==> src/rtl/adc_dac_init_sequencer_pkg.sv <==
// Shared definitions for the ADC/DAC init sequencer: FSM states and table entry layout.
package adc_dac_init_sequencer_pkg;

  typedef enum logic [2:0] {
    ST_IDLE  = 3'd0,
    ST_SETUP = 3'd1,
    ST_START = 3'd2,
    ST_WAIT  = 3'd3,
    ST_DONE  = 3'd4
  } state_t;

  // Entry layout is {sel, data}: sel sits at bit CONF_SIZE, data at [CONF_SIZE-1:0].
  localparam int DATA_LSB = 0;

  function automatic int entry_w(input int conf_size);
    return conf_size + 1;
  endfunction

  function automatic int max_int(input int a, input int b);
    return (a > b) ? a : b;
  endfunction

endpackage

==> src/rtl/adc_dac_init_sequencer_table.sv <==
// Register file holding the converter write table; combinational read, cleared by reset.
module init_table_regfile
  import adc_dac_init_sequencer_pkg::*;
#(
  parameter int WIDTH  = entry_w(21),
  parameter int DEPTH  = 8,
  parameter int ADDR_W = 3
) (
  input  logic              clk_i,
  input  logic              rst_i,
  input  logic              wr_en,
  input  logic [ADDR_W-1:0] wr_addr,
  input  logic [WIDTH-1:0]  wr_data,
  input  logic [ADDR_W-1:0] rd_addr,
  output logic [WIDTH-1:0]  rd_data
);

  logic [WIDTH-1:0] mem [DEPTH];

  always_ff @(posedge clk_i or negedge rst_i) begin
    if (!rst_i) begin
      for (int i = 0; i < DEPTH; i++) mem[i] <= '0;
    end else if (wr_en) begin
      mem[wr_addr] <= wr_data;
    end
  end

  assign rd_data = mem[rd_addr];

endmodule

==> src/rtl/adc_dac_init_sequencer.sv <==
// Replays a table of SPI register writes into the ADC/DAC SPI control stage,
// with fixed setup and transfer times since the SPI stage gives no completion feedback.
module adc_dac_init_sequencer
  import adc_dac_init_sequencer_pkg::*;
#(
  parameter int CONF_SIZE    = 21,
  parameter int DEPTH        = 8,
  parameter int ADDR_W       = 3,
  parameter int SETUP_CYCLES = 4,
  parameter int XFER_CYCLES  = 1024,
  parameter bit AUTO_START   = 1'b1
) (
  input  logic                 clk_i,
  input  logic                 rst_i,
  input  logic                 tbl_wr_en_i,
  input  logic [ADDR_W-1:0]    tbl_wr_addr_i,
  input  logic                 tbl_wr_sel_i,
  input  logic [CONF_SIZE-1:0] tbl_wr_data_i,
  input  logic [ADDR_W:0]      tbl_count_i,
  input  logic                 start_i,
  output logic                 conf_sel_spi,
  output logic                 conf_en_spi,
  output logic [CONF_SIZE-1:0] conf_spi,
  output logic                 busy_o,
  output logic                 done_o,
  output logic [ADDR_W-1:0]    idx_o
);

  localparam int ENTRY_W = entry_w(CONF_SIZE);
  localparam int SEL_BIT = ENTRY_W - 1;
  localparam int CNT_W   = $clog2(max_int(SETUP_CYCLES, XFER_CYCLES));
  localparam logic [CNT_W-1:0]  SETUP_LOAD = CNT_W'(SETUP_CYCLES - 1);
  localparam logic [CNT_W-1:0]  XFER_LOAD  = CNT_W'(XFER_CYCLES - 1);
  localparam logic [ADDR_W:0]   DEPTH_CNT  = (ADDR_W+1)'(DEPTH);

  state_t              state, state_nxt;
  logic [CNT_W-1:0]    cnt;
  logic [ADDR_W-1:0]   idx, last_idx, last_idx_nxt;
  logic                auto_pend;
  logic                go, active, tbl_we;
  logic [ADDR_W:0]     count_clamped;
  logic [ENTRY_W-1:0]  rd_entry, hold_entry, out_entry;

  assign tbl_we        = tbl_wr_en_i && (state == ST_IDLE);
  assign count_clamped = (tbl_count_i > DEPTH_CNT) ? DEPTH_CNT : tbl_count_i;
  assign last_idx_nxt  = ADDR_W'(count_clamped - (ADDR_W+1)'(1));

  init_table_regfile #(
    .WIDTH (ENTRY_W),
    .DEPTH (DEPTH),
    .ADDR_W(ADDR_W)
  ) u_table (
    .clk_i  (clk_i),
    .rst_i  (rst_i),
    .wr_en  (tbl_we),
    .wr_addr(tbl_wr_addr_i),
    .wr_data({tbl_wr_sel_i, tbl_wr_data_i}),
    .rd_addr(idx),
    .rd_data(rd_entry)
  );

  // busy_o stays up through DONE so a zero-length run still shows one busy cycle.
  always_comb begin
    state_nxt   = state;
    go          = 1'b0;
    active      = 1'b0;
    conf_en_spi = 1'b0;
    done_o      = 1'b0;
    busy_o      = 1'b1;
    case (state)
      ST_IDLE: begin
        busy_o = 1'b0;
        go     = start_i || auto_pend;
        if (go) state_nxt = (count_clamped == '0) ? ST_DONE : ST_SETUP;
      end
      ST_SETUP: begin
        active = 1'b1;
        if (cnt == '0) state_nxt = ST_START;
      end
      ST_START: begin
        active      = 1'b1;
        conf_en_spi = 1'b1;
        state_nxt   = ST_WAIT;
      end
      ST_WAIT: begin
        active = 1'b1;
        if (cnt == '0) state_nxt = (idx == last_idx) ? ST_DONE : ST_SETUP;
      end
      ST_DONE: begin
        done_o    = 1'b1;
        state_nxt = ST_IDLE;
      end
      default: state_nxt = ST_IDLE;
    endcase
  end

  always_ff @(posedge clk_i or negedge rst_i) begin
    if (!rst_i) begin
      state      <= ST_IDLE;
      cnt        <= '0;
      idx        <= '0;
      last_idx   <= '0;
      auto_pend  <= AUTO_START;
      hold_entry <= '0;
    end else begin
      state <= state_nxt;
      if (active) hold_entry <= rd_entry;
      case (state)
        ST_IDLE: begin
          if (go) begin
            auto_pend <= 1'b0;
            idx       <= '0;
            last_idx  <= last_idx_nxt;
            cnt       <= SETUP_LOAD;
          end
        end
        ST_SETUP: begin
          if (cnt != '0) cnt <= cnt - CNT_W'(1);
        end
        ST_START: cnt <= XFER_LOAD;
        ST_WAIT: begin
          if (cnt == '0) begin
            cnt <= SETUP_LOAD;
            if (idx != last_idx) idx <= idx + ADDR_W'(1);
          end else begin
            cnt <= cnt - CNT_W'(1);
          end
        end
        default: ;
      endcase
    end
  end

  // The table cannot change while busy, so reading it live during a run is stable;
  // outside a run the last sent entry is held.
  assign out_entry    = active ? rd_entry : hold_entry;
  assign conf_sel_spi = out_entry[SEL_BIT];
  assign conf_spi     = out_entry[CONF_SIZE-1:DATA_LSB];
  assign idx_o        = idx;

endmodule

==> config.mk <==
export PLATFORM = sky130hd
export DESIGN_NAME = adc_dac_init_sequencer
export DESIGN_NICKNAME = d
export VERILOG_FILES = /design/src/rtl/adc_dac_init_sequencer_pkg.sv /design/src/rtl/adc_dac_init_sequencer_table.sv /design/src/rtl/adc_dac_init_sequencer.sv
export SDC_FILE = /design/constraint.sdc
export NUM_CORES = 1
export LEC_CHECK = 0
export CAP_MARGIN = 10
export CORE_MARGIN = 2
export CORE_UTILIZATION = 54
export DETAILED_ROUTE_END_ITERATION = 10
export GPL_TIMING_DRIVEN = 0
export PLACE_DENSITY_LB_ADDON = 0.3
export SYNTH_ARGS = -nofsm -noshare
export SYNTH_HDL_FRONTEND = slang
export SYNTH_SLANG_ARGS = --single-unit
==> constraint.sdc <==
create_clock -name clk_i -period 2.1 [get_ports clk_i]
set_input_delay 0.42 -clock clk_i [delete_from_list [all_inputs] [get_ports clk_i]]
set_output_delay 0.42 -clock clk_i [all_outputs]
set_load 0.02 [all_outputs]
==> flow_metrics.env <==
export IMPL_synth_top_cell_area_share=0.546
export IMPL_p_switching_mw=1.92
export IMPL_cts_buffer_depth=3
export IMPL_fin_setup_tns_ns=-20.22
export IMPL_clk_pin_slew_worst_paths_ns=0.06
export IMPL_synth_edf_count=0
export IMPL_grt_max_degree=124
export IMPL_relSlewSlack=0.489
export IMPL_rows=49
export IMPL_violations="negative setup slack"
export IMPL_finalClockSkew_ns=0.0210
export IMPL_crit_arrival_ns=2.31
export IMPL_ys_top_cells_by_area="dfrtp_1, mux2_2, mux4_2, mux2_1, mux2i_1"
export IMPL_ys_types=54
export IMPL_tritoncts="done"
export IMPL_die_h_um=140
export IMPL_crit_chain="buf_12, buf_12, buf_4, mux4_2, mux2i_1, o21ai_2, buf_6"
export IMPL_max_freq_mhz=366
export IMPL_worst_slew_pin_slew_ns=0.760
export IMPL_end_kind="output pin"
export IMPL_cp_slowest_cell="mux4_2"
export IMPL_grt_util_met3=0.0406
export IMPL_critPathMaxStageDelay_ns=0.50
export IMPL_syn_nets=708
export IMPL_startpoint_type="flip-flop"
export IMPL_layout_commonest_cell="dfrtp_1"
export IMPL_pwr_share_comb=0.043
export IMPL_p_int_mw=6.69
export IMPL_peakVddDrop_mv=0.764
export IMPL_setup_viol=139
export IMPL_hpwl_um=14300
export IMPL_gp_congestion=0.804
export IMPL_drive_gt1_frac=0.507
export IMPL_ys_warn_count=0
export IMPL_grt_most_used_layer="met2"
export IMPL_via_per_inst=6.25
export IMPL_hold_viol=0
export IMPL_avgSynthCellArea_sq_um=14.8
export IMPL_synth_seq_area_share=0.549
export IMPL_path_class="reg -> out"
export IMPL_ant_nets=0
export IMPL_drt_pass1_iterations=4
export IMPL_period_minus_slack_ns=2.73
export IMPL_die_width_um=140
export IMPL_synth_area_leader_cell="dfrtp_1"
export IMPL_drc=0
export IMPL_grt_pass1_vias=6784
export IMPL_rsz0062_at_grt="yes"
export IMPL_routedWlPerCell_um=25.8
export IMPL_vias=6611
export IMPL_grt_pass1_wl_um=36900
export IMPL_area_growth_pct=32.2
export IMPL_cp_common_cell="buf_12"
export IMPL_leakage_nw=6.31
export IMPL_core_sq_um=18000
export IMPL_ys_seq_elements=218
export IMPL_nNetsFinal=854
export IMPL_root_buffer="clkbuf_16"
export IMPL_drt_wl_total_um=27300
export IMPL_final_cell_mix="dfrtp_1, mux2_4, mux2_2, mux4_2, buf_6"
export IMPL_syn_area_sq_um=9940
export IMPL_sequentialPowerShare=0.500
export IMPL_cap_violations=0
export IMPL_slew_viol_final=0
export IMPL_die_area_sq_um=19500
export IMPL_clockPowerShare=0.458
export IMPL_syn_instance_count=671
export IMPL_n_fill_cell=1054
export IMPL_start_util=0.551
export IMPL_fin_crit_sh=1.30
export IMPL_swShare=0.223
export IMPL_grtUsageMet2=0.407
export IMPL_htree_levels=1
export IMPL_cts_buffers=24
export IMPL_grt_usage=0.241
export IMPL_antenna_found_initial=0
export IMPL_crit_family="multiplexers"
export IMPL_multi_input_area_sq_um=4770
export IMPL_drt_initial_drc_count=481
export IMPL_cp_num_buf_inv=4
export IMPL_hold_path_class="reg -> reg"
export IMPL_overflow=0
export IMPL_ys_flop_type="dfrtp_1"
export IMPL_numClockSinks=218
export IMPL_portBuffers=60
export IMPL_layout_setup_ws_ns=-0.634
export IMPL_async_reset_ff_frac=1.00
export IMPL_clk_latency_ns=0.52
export IMPL_status="finished with violations"
export IMPL_power_per_cell_area_nw_per_um2=655
export IMPL_grt_use_met1=0.326
export IMPL_n_antenna_cell=0
export IMPL_crit_required_ns=1.68
export IMPL_seqCellArea_sq_um=5460
export IMPL_dp_slack_ns=-1.04
export IMPL_boundaryPins=61
export IMPL_worstPathMaxFanout=7
## worst register-to-register path, stage by stage (launching register included)
cell      delay, ns
dfrtp_1        0.40
buf_6          0.13
buf_6          0.11
nor4b_4        0.19
buf_4          0.20
nand2b_4       0.11
nor3b_4        0.34
buf_4          0.20
buf_8          0.14
mux2_4         0.30
## per-layer routing
metal	up-vias	wire length [um]
met2	236	13700
met4	0	871
met1	3507	11300
li1	2799	-
met5	-	0
met3	69	1460
## sequential cells by signal, summed over array words and instances (netlist names)
signal	flops
state	3
cnt	10
auto_pend	1
last_idx	3
idx_o	3
u_table.mem	176
hold_entry	22
## power by group through the flow
stage	Combinational [mW]	Clock, mW	Sequential [mW]
2_1_floorplan	0.103	0	4.36
3_3_place_gp	0.299	0	4.37
3_5_place_dp	0.324	0	4.37
4_1_cts	0.331	3.93	4.30
5_1_grt	0.405	4.12	4.31
6_report	0.369	3.94	4.30
## cell usage after synthesis (2+ instances only)
master / n
ha_1: 4
clkbuf_1: 11
buf_4: 9
mux2_1: 62
nor2_1: 7
nand2b_1: 4
nor3b_4: 2
and3_1: 2
buf_1: 2
nor3_1: 3
a21oi_1: 11
nor3b_1: 3
mux2_2: 116
and4_1: 3
dfrtp_1: 217
o21ai_0: 33
inv_1: 11
buf_2: 13
a31oi_1: 9
nor4b_2: 2
o221ai_1: 4
buf_6: 4
nand3b_2: 2
mux4_2: 44
and2_1: 3
xnor2_1: 4
nand3_1: 5
mux2i_1: 22
o211ai_1: 2
nand2_1: 33
## timing repair
| action | 4_1_cts | 5_1_grt |
|---|---|---|
| setup endpoints to repair | 115 | 172 |
| hold endpoints to repair | 94 | 0 |
| gates cloned | 3 | 12 |
| pin swaps | 7 | 12 |
| buffers inserted | 19 | 28 |
| resized for setup | 188 | 202 |
| hold buffers | 1 | 0 |
## cell families after synthesis
kind of cell    after synthesis  synth area share
mux                         244             0.324
flops                       218             0.549
simple gates                 82            0.0505
compound gates               68            0.0409
buf+inv                      51            0.0273
xor+xnor                      4           0.00353
fa+ha+maj                     4           0.00504
## cell type report
class | count | share of cell area
Timing Repair Buffer | 121 | 0.102
Clock buffer | 31 | 0.0516
Clock inverter | 7 | 0.00314
Buffer | 38 | 0.0398
Tap cell | 229 | 0.0218
Multi-Input combinational cell | 402 | 0.363
Inverter | 12 | 0.00343
Sequential cell | 218 | 0.415
## path summary, 6_finish.rpt
kind | from | end | slack [ns] | depth (start not counted)
max | idx_o[0] | conf_spi[19] | -0.63 | 7
min | hold_entry[17] | hold_entry[17] | 0.48 | 2
max reg2reg | state[0] | u_table.mem[115] | -0.15 | 9
min reg2reg | hold_entry[17] | hold_entry[17] | 0.48 | 2
max in group asynchronous | rst_i | u_table.mem[142] | 0.49 | 3
min in group asynchronous | rst_i | cnt[1] | 0.53 | 2
## metrics by stage
step                      power [mW]  hold WS, ns  utilization  std cells  area, sq um
final                           8.61        0.478        0.729       1058        13100
after global routing            8.83        0.499        0.729       1058        13100
after CTS                       8.56        0.466        0.669       1021        12100
after detailed placement        4.70        0.451        0.607        961        10900
after global placement          4.67        0.447        0.605        960        10900
after floorplan                 4.46        0.124            -        671        10000
No activity file was read; power rests on OpenSTA's default activity.
